==> config.mk <==
export PLATFORM = sky130hd
export DESIGN_NAME = led_pwm_rmap_flat
export DESIGN_NICKNAME = d
export VERILOG_FILES = /design/src/rtl/led_pwm_rmap_if.sv /design/src/rtl/led_pwm_rmap.sv /design/src/flat_wrapper.sv
export SDC_FILE = /design/constraint.sdc
export NUM_CORES = 1
export LEC_CHECK = 0
export ABC_CLOCK_PERIOD_IN_PS = 2700
export BUFFER_PORTS_ARGS = -buffer_cell sky130_fd_sc_hd__buf_2
export CAP_MARGIN = 40
export CORE_UTILIZATION = 57
export CTS_CLUSTER_DIAMETER = 150
export DETAILED_ROUTE_END_ITERATION = 10
export GPL_ROUTABILITY_DRIVEN = 0
export GPL_TIMING_DRIVEN = 0
export PLACE_DENSITY_LB_ADDON = 0.15
export SLEW_MARGIN = 0
export SYNTH_ARGS = -nofsm -noshare
export SYNTH_HDL_FRONTEND = slang
export SYNTH_SLANG_ARGS = --single-unit
==> constraint.sdc <==
create_clock -name clk -period 2.7 [get_ports clk]
set_input_delay 0.54 -clock clk [delete_from_list [all_inputs] [get_ports clk]]
set_output_delay 0.54 -clock clk [all_outputs]
set_load 0.01 [all_outputs]
==> src/rtl/led_pwm_rmap_if.sv <==
// Local bus bundle for led_pwm_rmap: byte-strobed write channel plus a
// one-cycle-latency read request/response pair.
interface led_pwm_rmap_if #(
    parameter int ADDR_W = 8,
    parameter int DATA_W = 16,
    parameter int STRB_W = DATA_W/8
);
    logic [ADDR_W-1:0] lb_waddr;
    logic [DATA_W-1:0] lb_wdata;
    logic              lb_wen;
    logic [STRB_W-1:0] lb_wstrb;
    logic              lb_wready;
    logic [ADDR_W-1:0] lb_raddr;
    logic              lb_ren;
    logic [DATA_W-1:0] lb_rdata;
    logic              lb_rvalid;

    modport master (
        output lb_waddr, lb_wdata, lb_wen, lb_wstrb, lb_raddr, lb_ren,
        input  lb_wready, lb_rdata, lb_rvalid
    );

    modport slave (
        input  lb_waddr, lb_wdata, lb_wen, lb_wstrb, lb_raddr, lb_ren,
        output lb_wready, lb_rdata, lb_rvalid
    );
endinterface

==> src/rtl/led_pwm_rmap.sv <==
// Register-mapped multi-channel LED PWM with shadowed duty cycles.
// Define LED_PWM_RMAP_IRQ_EN to build the STATUS.PEND / CTRL.IRQ_EN / irq logic.
module led_pwm_rmap #(
    parameter int ADDR_W = 8,
    parameter int DATA_W = 16,
    parameter int STRB_W = DATA_W/8,
    parameter int CH_N   = 3,
    parameter int PWM_W  = 8
) (
    input  logic            clk,
    input  logic            rst,
    led_pwm_rmap_if.slave   lb,
    output logic [CH_N-1:0] pwm_out,
    output logic            irq
);
    localparam logic [DATA_W-1:0] IDLE_WORD = DATA_W'(16'hDEAD);

    logic [1:0]        rst_sync;
    logic              rst_n;
    logic [DATA_W-1:0] wmask;
    logic [DATA_W-1:0] wset;
    logic              wr_ctrl;
    logic              wr_period;
    logic [CH_N-1:0]   wr_duty;
    logic              en;
    logic              irq_en;
    logic              pend;
    logic              wrap;
    logic [PWM_W-1:0]  period;
    logic [PWM_W-1:0]  cnt;
    logic [PWM_W-1:0]  duty   [CH_N];
    logic [PWM_W-1:0]  shadow [CH_N];
    logic [DATA_W-1:0] rd_word;

    // Reset asserts asynchronously but releases two clock edges later.
    always_ff @(posedge clk or negedge rst) begin
        if (!rst) rst_sync <= '0;
        else      rst_sync <= {rst_sync[0], 1'b1};
    end
    assign rst_n = rst_sync[1];

    function automatic logic [PWM_W-1:0] merge_field(
        input logic [PWM_W-1:0]  old,
        input logic [DATA_W-1:0] mask,
        input logic [DATA_W-1:0] set
    );
        return PWM_W'((DATA_W'(old) & ~mask) | set);
    endfunction

    always_comb begin
        wmask = '0;
        for (int b = 0; b < STRB_W; b++)
            wmask[8*b +: 8] = {8{lb.lb_wstrb[b]}};
        wset      = lb.lb_wdata & wmask;
        wr_ctrl   = lb.lb_wen && (lb.lb_waddr == ADDR_W'(0));
        wr_period = lb.lb_wen && (lb.lb_waddr == ADDR_W'(2));
        for (int i = 0; i < CH_N; i++)
            wr_duty[i] = lb.lb_wen && (lb.lb_waddr == ADDR_W'(16 + 2*i));
    end

    assign lb.lb_wready = 1'b1;

    always_ff @(posedge clk or negedge rst_n) begin
        if (!rst_n) begin
            en     <= 1'b0;
            period <= '1;
            for (int i = 0; i < CH_N; i++) duty[i] <= '0;
        end else begin
            if (wr_ctrl && lb.lb_wstrb[0]) en <= lb.lb_wdata[0];
            if (wr_period) period <= merge_field(period, wmask, wset);
            for (int i = 0; i < CH_N; i++)
                if (wr_duty[i]) duty[i] <= merge_field(duty[i], wmask, wset);
        end
    end

    // A PERIOD written below cnt is not a wrap; cnt then runs on to all-ones.
    assign wrap = en && (cnt == period);

    always_ff @(posedge clk or negedge rst_n) begin
        if (!rst_n) begin
            cnt     <= '0;
            pwm_out <= '0;
            for (int i = 0; i < CH_N; i++) shadow[i] <= '0;
        end else begin
            if (!en || wrap) cnt <= '0;
            else             cnt <= cnt + PWM_W'(1);
            for (int i = 0; i < CH_N; i++) begin
                if (!en || wrap) shadow[i] <= duty[i];
                pwm_out[i] <= en && (cnt < shadow[i]);
            end
        end
    end

`ifdef LED_PWM_RMAP_IRQ_EN
    logic wr_status;
    assign wr_status = lb.lb_wen && (lb.lb_waddr == ADDR_W'(4));

    // A wrap in the same cycle as the W1C wins, so no period end is lost.
    always_ff @(posedge clk or negedge rst_n) begin
        if (!rst_n) begin
            irq_en <= 1'b0;
            pend   <= 1'b0;
            irq    <= 1'b0;
        end else begin
            if (wr_ctrl && lb.lb_wstrb[0]) irq_en <= lb.lb_wdata[1];
            if (wrap)
                pend <= 1'b1;
            else if (wr_status && lb.lb_wstrb[0] && lb.lb_wdata[0])
                pend <= 1'b0;
            irq <= pend && irq_en;
        end
    end
`else
    assign irq_en = 1'b0;
    assign pend   = 1'b0;
    assign irq    = 1'b0;
`endif

    always_comb begin
        rd_word = IDLE_WORD;
        if (lb.lb_raddr == ADDR_W'(0)) rd_word = DATA_W'({irq_en, en});
        if (lb.lb_raddr == ADDR_W'(2)) rd_word = DATA_W'(period);
        if (lb.lb_raddr == ADDR_W'(4)) rd_word = DATA_W'(pend);
        for (int i = 0; i < CH_N; i++)
            if (lb.lb_raddr == ADDR_W'(16 + 2*i)) rd_word = DATA_W'(duty[i]);
    end

    always_ff @(posedge clk or negedge rst_n) begin
        if (!rst_n) begin
            lb.lb_rvalid <= 1'b0;
            lb.lb_rdata  <= IDLE_WORD;
        end else begin
            lb.lb_rvalid <= lb.lb_ren;
            lb.lb_rdata  <= lb.lb_ren ? rd_word : IDLE_WORD;
        end
    end
endmodule
==> src/flat_wrapper.sv <==
// flat-port wrapper written by rule: the top's interface ports become plain ports
module led_pwm_rmap_flat 
#(
    parameter int ADDR_W = 8,
    parameter int DATA_W = 16,
    parameter int STRB_W = DATA_W/8,
    parameter int CH_N   = 3,
    parameter int PWM_W  = 8
)
  (clk, rst, pwm_out, irq, lb_lb_waddr, lb_lb_wdata, lb_lb_wen, lb_lb_wstrb, lb_lb_raddr, lb_lb_ren, lb_lb_wready, lb_lb_rdata, lb_lb_rvalid);
  led_pwm_rmap_if #(.ADDR_W(ADDR_W), .DATA_W(DATA_W), .STRB_W(STRB_W)) lb_i ();
  input  logic clk;
  input  logic rst;
  output logic [CH_N-1:0] pwm_out;
  output logic irq;
  input wire logic [$bits(lb_i.lb_waddr)-1:0] lb_lb_waddr;
  input wire logic [$bits(lb_i.lb_wdata)-1:0] lb_lb_wdata;
  input wire logic [$bits(lb_i.lb_wen)-1:0] lb_lb_wen;
  input wire logic [$bits(lb_i.lb_wstrb)-1:0] lb_lb_wstrb;
  input wire logic [$bits(lb_i.lb_raddr)-1:0] lb_lb_raddr;
  input wire logic [$bits(lb_i.lb_ren)-1:0] lb_lb_ren;
  output wire logic [$bits(lb_i.lb_wready)-1:0] lb_lb_wready;
  output wire logic [$bits(lb_i.lb_rdata)-1:0] lb_lb_rdata;
  output wire logic [$bits(lb_i.lb_rvalid)-1:0] lb_lb_rvalid;
  assign lb_i.lb_waddr = lb_lb_waddr;
  assign lb_i.lb_wdata = lb_lb_wdata;
  assign lb_i.lb_wen = lb_lb_wen;
  assign lb_i.lb_wstrb = lb_lb_wstrb;
  assign lb_i.lb_raddr = lb_lb_raddr;
  assign lb_i.lb_ren = lb_lb_ren;
  assign lb_lb_wready = lb_i.lb_wready;
  assign lb_lb_rdata = lb_i.lb_rdata;
  assign lb_lb_rvalid = lb_i.lb_rvalid;
  led_pwm_rmap #(.ADDR_W(ADDR_W), .DATA_W(DATA_W), .STRB_W(STRB_W), .CH_N(CH_N), .PWM_W(PWM_W)) u_core (.clk(clk), .rst(rst), .lb(lb_i), .pwm_out(pwm_out), .irq(irq));
endmodule
==> out/results.txt, run 1 <==
Worst-path cell chain -> xnor2_1 > nand4_1 > o21ai_1 > clkbuf_1 > mux2_2
Most frequent cells in the layout -> 65 x dfrtp_1, 58 x mux2_2, 47 x buf_2, 23 x inv_1, 22 x ha_1
Least-Margin Pin Slew -> 0.849 ns
Max_cap viols -> 0
DRT Wirelength -> 8.64 mm
Vias -> 2756
Mean Syn Cell Area -> 12.0 um^2
Area Overhead vs Synth -> 14.8%
Hold Crit Class -> register to async pin
Htree depth -> 3
Fraction of layout cells with a size suffix above 1 -> 0.368
Post-DP HPWL -> 6.26 mm
Vias/cell -> 5.53
Critical path origin -> u_core.cnt[5]$_DFF_PN0_
Die span in y -> 86.0 um
Vias in the first global route -> 2765
Largest delay contributor family on the critical path -> flip-flops
Io pins -> 60
Max clock buf depth -> 2
GRT Total Usage -> 0.258
Die width -> 86.0 um
Setup repair after global routing missed its margin -> no
First-pass GRT wire length -> 14.0 mm
Asr flop ratio synth -> 1.00
Buf/Inv on CP -> 1
Critical path class -> register to register
Slew Limit Fails -> 0
Most common cell after layout, fill and taps aside -> dfrtp_1
Worst EP required -> 2.95 ns
Iter 0 DRT Violations -> 170
CTS Buf Count -> 9
Cts repair resizes -> 0
Outcome -> complete, no violations
Synth top area cells -> dfrtp_1 41%, mux2_2 16%, dfstp_2 9.1%
Dominant cell type by area after synthesis -> dfrtp_1
Stages on worst setup path -> 5
Area of the die -> 7400 um^2
Routed len/inst -> 17.4 um
Cells after Synth -> 336
Tot Pwr -> 0.00231 W
Largest net degree at the start of global routing -> 52
Hold Buf Count CTS -> 1
Max Fanout on Critical Path -> 10
Starting Density -> 0.592
Final hold viol count -> 0
CTS tree -> built
Crit path largest cell delay -> 0.59 ns
Setup Skew -> 0.0142 ns
Critical Path Slowest Stage Cell -> dfrtp_1
Synth Register Bits -> 80
RR Startpoint -> u_core.cnt[5]$_DFF_PN0_
CORE AREA -> 6790 um^2
FP Rows -> 30
Pwr per Cell Area -> 501 nW/um^2
CP arrival -> 2.44 ns
DR pass1 iterations -> 4
Post-synth top flop -> dfrtp_1
Port bufs -> 45
DP Worst Slack -> 0.220 ns
Peak Freq -> 457 MHz
Fin crit share -> 0.810
Final ANT Viol Nets -> 0
Root Driver -> clkbuf_8
Area of the mapped netlist -> 4030 um^2
Critical path capture point type -> register
Number of diodes -> 0
Worst setup margin -> 0.514 ns
# nets final -> 457
YS warnings -> 0
Leakage -> 2.14 nW
Number of cells on the worst reg-to-reg path -> 5
Congestion Overflow GR -> 0
Cell variety after synth -> 45
DRC -> 0
Top cell type's share of synthesized area -> 0.410
Clock latency at the later pin of the worst-skew pair -> 0.36 ns
Tmin final -> 2.19 ns
CP Launch Type -> register
VDD IR-drop max -> 0.250 mV
Setup violations, final -> 0
Seq/Total Area, Yosys -> 0.502
Clock transition at path regs -> 0.08 ns
Number of synthesized flops with an enable pin -> 0
Clk sinks -> 80
Max_slew headroom -> 0.432
Post-CTS Setup Repair Bufs -> 0
Initial antenna violation count -> 0
==> Yosys cell counts (all sizes together) (6+ instances only) <==
master and number:
inv 23, xnor2 12, dfrtp 66, nand3 7, nand2 15, a211oi 6
clkbuf 7, o21ai 12, ha 22, buf 12, nor2 17, mux2 58
dfstp 14
==> final cells by class <==
class,count,area (um^2)
plain buffers,19,115
clock buffers,15,166
clock inverters,1,30.0
fillers,522,2170
inverters,23,86.3
multi-input cells,217,1820
flip-flops and latches,80,2020
well taps,96,120
repair buffers,47,263
==> logic make-up after synthesis <==
logic type	after synthesis	synth area share
flip-flops	80	0.502
adder cells (fa/ha/maj)	22	0.0684
XOR/XNOR	14	0.0305
AO/OA/AOI/OAI	52	0.0917
other	2	0.00187
multiplexers	58	0.162
AND/OR/NAND/NOR	66	0.0936
buffers and inverters	42	0.0500
==> metal layers <==
layer,GRT usage,up-vias,routed length [um]
li1,-,1316,-
met1,0.331,1335,3830
met2,0.408,84,4070
met3,0.0741,21,521
met4,0.112,0,223
met5,0,-,0
==> report_power, final <==
group / switching, W / total [W] / internal [W]
sequential: 0.0000276 / 0.00126 / 0.00123
combinational: 0.0000907 / 0.000165 / 0.0000738
clock: 0.000412 / 0.000893 / 0.000480
==> per-stage QoR <==
stage               cells  cell area [um^2]  setup TNS (ns)   util  hold WS, ns
floorplan             339              4040               0      -        0.244
global placement      480              4380          -34.71  0.645        0.325
detailed placement    481              4410               0  0.650        0.264
CTS                   498              4620               0  0.680        0.272
global route          498              4620               0  0.680        0.296
finish                498              4620               0  0.680        0.258
==> final timing paths <==
kind,end,slack (ns)
worst max register to register,u_core.shadow[11]$_DFFE_PN0N_,0.51
min in group clk,u_core.lb.lb_rvalid$_DFF_PN0_,0.34
worst max-delay path,u_core.shadow[11]$_DFFE_PN0N_,0.51
worst min-delay path,u_core.shadow[16]$_DFFE_PN0N_,0.26
worst min register to register,u_core.shadow[16]$_DFFE_PN0N_,0.26
max in group asynchronous,async pin,1.82
No activity file was read; power rests on OpenSTA's default activity.
==> inputs of run 2 (changes only) <==
--- a/config.mk
+++ b/config.mk
@@ -5,10 +5,10 @@
 export SDC_FILE = /design/constraint.sdc
 export NUM_CORES = 1
 export LEC_CHECK = 0
-export ABC_CLOCK_PERIOD_IN_PS = 2700
+export ABC_CLOCK_PERIOD_IN_PS = 1950
 export BUFFER_PORTS_ARGS = -buffer_cell sky130_fd_sc_hd__buf_2
 export CAP_MARGIN = 40
-export CORE_UTILIZATION = 57
+export CORE_UTILIZATION = 51
 export CTS_CLUSTER_DIAMETER = 150
 export DETAILED_ROUTE_END_ITERATION = 10
 export GPL_ROUTABILITY_DRIVEN = 0
==> constraint.sdc (replaced) <==
create_clock -name clk -period 1.95 [get_ports clk]
set_input_delay 0.39 -clock clk [delete_from_list [all_inputs] [get_ports clk]]
set_output_delay 0.39 -clock clk [all_outputs]
set_load 0.01 [all_outputs]
==> run 2 against run 1 <==
Clock power is 66% higher. Setup slack got worse by 0.43 ns. Global-route usage is 1.1 points lower. Non-clock buffer count rose by 1. Wire length is 6.4% higher. Count of clock-buffer cells in the layout shrank 4. Sequential cell count unchanged. Maximum frequency up 17%. Sequential share of layout area shrank 0.83 points. Critical path depth did not move.
==> out/results.txt, run 2 (synthesis gave the netlist of run 1 again) <==
Final ANT Viol Nets -> 0 (unchanged)
Comb power frac -> 0.070 (about the same)
Max_cap viols -> 0 (unchanged)
FF-to-FF setup slack -> 0.08 ns (-0.43 ns)
Final non-filler cell total -> 505 (+1.4%)
Routed len/inst -> 18.2 um (+4.9%)
Clock transition at path regs -> 0.09 ns (about the same)
Setup violations, final -> 0 (unchanged)
Final hold viol count -> 0 (unchanged)
Max_slew headroom -> 0.595 (+0.164)
Initial antenna violation count -> 0 (unchanged)
Die width -> 90.8 um (+5.6%)
Vias -> 2848 (+3.3%)
Setup repair after global routing missed its margin -> no
Hold Crit Class -> register to async pin
Worst-path cell chain -> xnor2_1 > nand4_1 > o21ai_4 > buf_4 > mux2_2
Die span in y -> 90.8 um (+5.6%)
FP Rows -> 32 (+6.7%)
Setup Skew -> 0.0139 ns (-0.000247 ns)
Fraction of layout cells with a size suffix above 1 -> 0.395 (+0.0264)
Slew Limit Fails -> 0 (unchanged)
Tot Pwr -> 0.00346 W (+50%)
Max Fanout on Critical Path -> 10 (unchanged)
Iter 0 DRT Violations -> 169 (-0.59%)
Port bufs -> 45 (unchanged)
Io pins -> 60 (unchanged)
Vias in the first global route -> 2920 (+5.6%)
Outcome -> complete, no violations
First-pass GRT wire length -> 15.1 mm (+7.7%)
Htree depth -> 3 (unchanged)
CORE AREA -> 7690 um^2 (+13%)
Area Overhead vs Synth -> 17.3%
Area of the die -> 8250 um^2 (+11%)
Least-Margin Pin Slew -> 0.602 ns (-0.247 ns)
Psw -> 0.000800 W (+51%)
Pwr per Cell Area -> 733 nW/um^2 (+46%)
Sequential share of power -> 0.501 (-0.042)
Sw Ratio -> 0.231 (+0.00204)
Critical path class -> register to register
CTS tree -> built
Congestion Overflow GR -> 0 (unchanged)
Worst EP required -> 2.19 ns (-0.76 ns)
Crit path largest cell delay -> 0.49 ns (-0.10 ns)
Clock latency at the later pin of the worst-skew pair -> 0.36 ns (about the same)
Number of diodes -> 0 (unchanged)
Max clock buf depth -> 2 (unchanged)
Critical Path Slowest Stage Cell -> dfrtp_2
CP arrival -> 2.11 ns (-0.33 ns)
Clock share of power -> 0.428 (+0.042)
Most common cell after layout, fill and taps aside -> dfrtp_1
DR pass1 iterations -> 5 (+1)
Root Driver -> clkbuf_8
DRC -> 0 (unchanged)
Leakage -> 2.17 nW (+1.5%)
VDD IR-drop max -> 0.444 mV (+77%)
Vias/cell -> 5.64 (+1.9%)
Clk sinks -> 80 (unchanged)
DRT Wirelength -> 9.20 mm (+6.4%)
Starting Density -> 0.524 (-0.0688)
Internal -> 0.00266 W (+49%)
Final Cell Area -> 4720 um^2 (+2.2%)
Largest net degree at the start of global routing -> 66 (+27%)
Most frequent cells in the layout -> 61 x dfrtp_1, 58 x mux2_2, 45 x buf_2, 23 x inv_1, 22 x ha_1
CP Launch Type -> register
Critical path capture point type -> register
Peak Freq -> 535 MHz (+17%)
Placed cell area -> 4420 um^2 (+0.17%)
Tmin final -> 1.87 ns (-0.316 ns)
Dpl cells -> 487 (+1.2%)
Fin crit share -> 0.959 (+0.149)
# nets final -> 458 (+0.22%)
Post-DP HPWL -> 6.56 mm (+4.8%)
CTS Buf Count -> 9 (unchanged)
GRT Total Usage -> 0.247 (-0.0110)
-- run 2: changes by cell type in the layout (fill, tap and decap cells not counted), sizes merged --
cell      previous run  this run
clkbuf              22        18
bufinv               1         3
clkinv               0         1
buf                 58        59
clkinvlp             0         1
-- run 2: worst paths after layout --
kind                       cells past startpoint                               to                         start
max in group asynchronous                      1  u_core.lb.lb_rdata[2]$_DFF_PN1_  u_core.rst_sync[1]$_DFF_PN0_
min reg2reg                                    0          u_core.cnt[3]$_DFF_PN0_  u_core.rst_sync[1]$_DFF_PN0_
max reg2reg                                    5     u_core.shadow[9]$_DFFE_PN0N_       u_core.cnt[3]$_DFF_PN0_
min                                            0          u_core.cnt[3]$_DFF_PN0_  u_core.rst_sync[1]$_DFF_PN0_
max                                            5     u_core.shadow[9]$_DFFE_PN0N_       u_core.cnt[3]$_DFF_PN0_
min in group clk                               1    u_core.lb.lb_rvalid$_DFF_PN0_                     lb_lb_ren
-- run 2: routing by layer --
metal,global-route usage,part of all wire
met5,0,0
met4,0.0992,0.022
met3,0.0396,0.050
met2,0.398,0.49
met1,0.333,0.44
-- run 2: metrics by stage --
step	util	setup WS, ns	hold WS [ns]	TNS, ns
floorplan	-	0.136	0.0944	0
global placement	0.571	-0.295	0.175	-9.34
detailed placement	0.575	-0.381	0.180	-11.27
CTS	0.609	0.00629	0.178	0
global route	0.614	0.0255	0.181	0
finish	0.614	0.0803	0.170	0
-- run 2: timing repair --
action	in CTS	in global routing
hold buffers	1	0
pin swaps	0	1
setup buffers	0	1
setup endpoints to repair	23	38
hold endpoints to repair	2	0
resized for setup	5	10
-- run 2: power by group through the flow --
stage	clock [W]	sequential [W]	combinational (W)
6_report	0.00148	0.00173	0.000243
5_1_grt	0.00158	0.00174	0.000269
4_1_cts	0.00150	0.00173	0.000241
3_5_place_dp	0	0.00177	0.000236
3_3_place_gp	0	0.00179	0.000196
2_1_floorplan	0	0.00177	0.000123
-- run 2: cell type report --
class	instances	area, um^2
fill	661	2970
sequential	80	2030
multi-input combinational	217	1840
timing repair buffer	48	270
clock buffer	11	131
buffer	19	128
tap	102	128
clock inverter	5	106
inverter	23	86.3
-- run 2: critical path, delay by kind of cell (launching register included) --
kind,cells,cell delay (ns)
DFF,1,0.49
muxes,1,0.35
AOI/OAI and AO/OA,1,0.25
xor gates and xnor gates,1,0.23
buffers and inverters,1,0.23
and+or+nand+nor,1,0.18
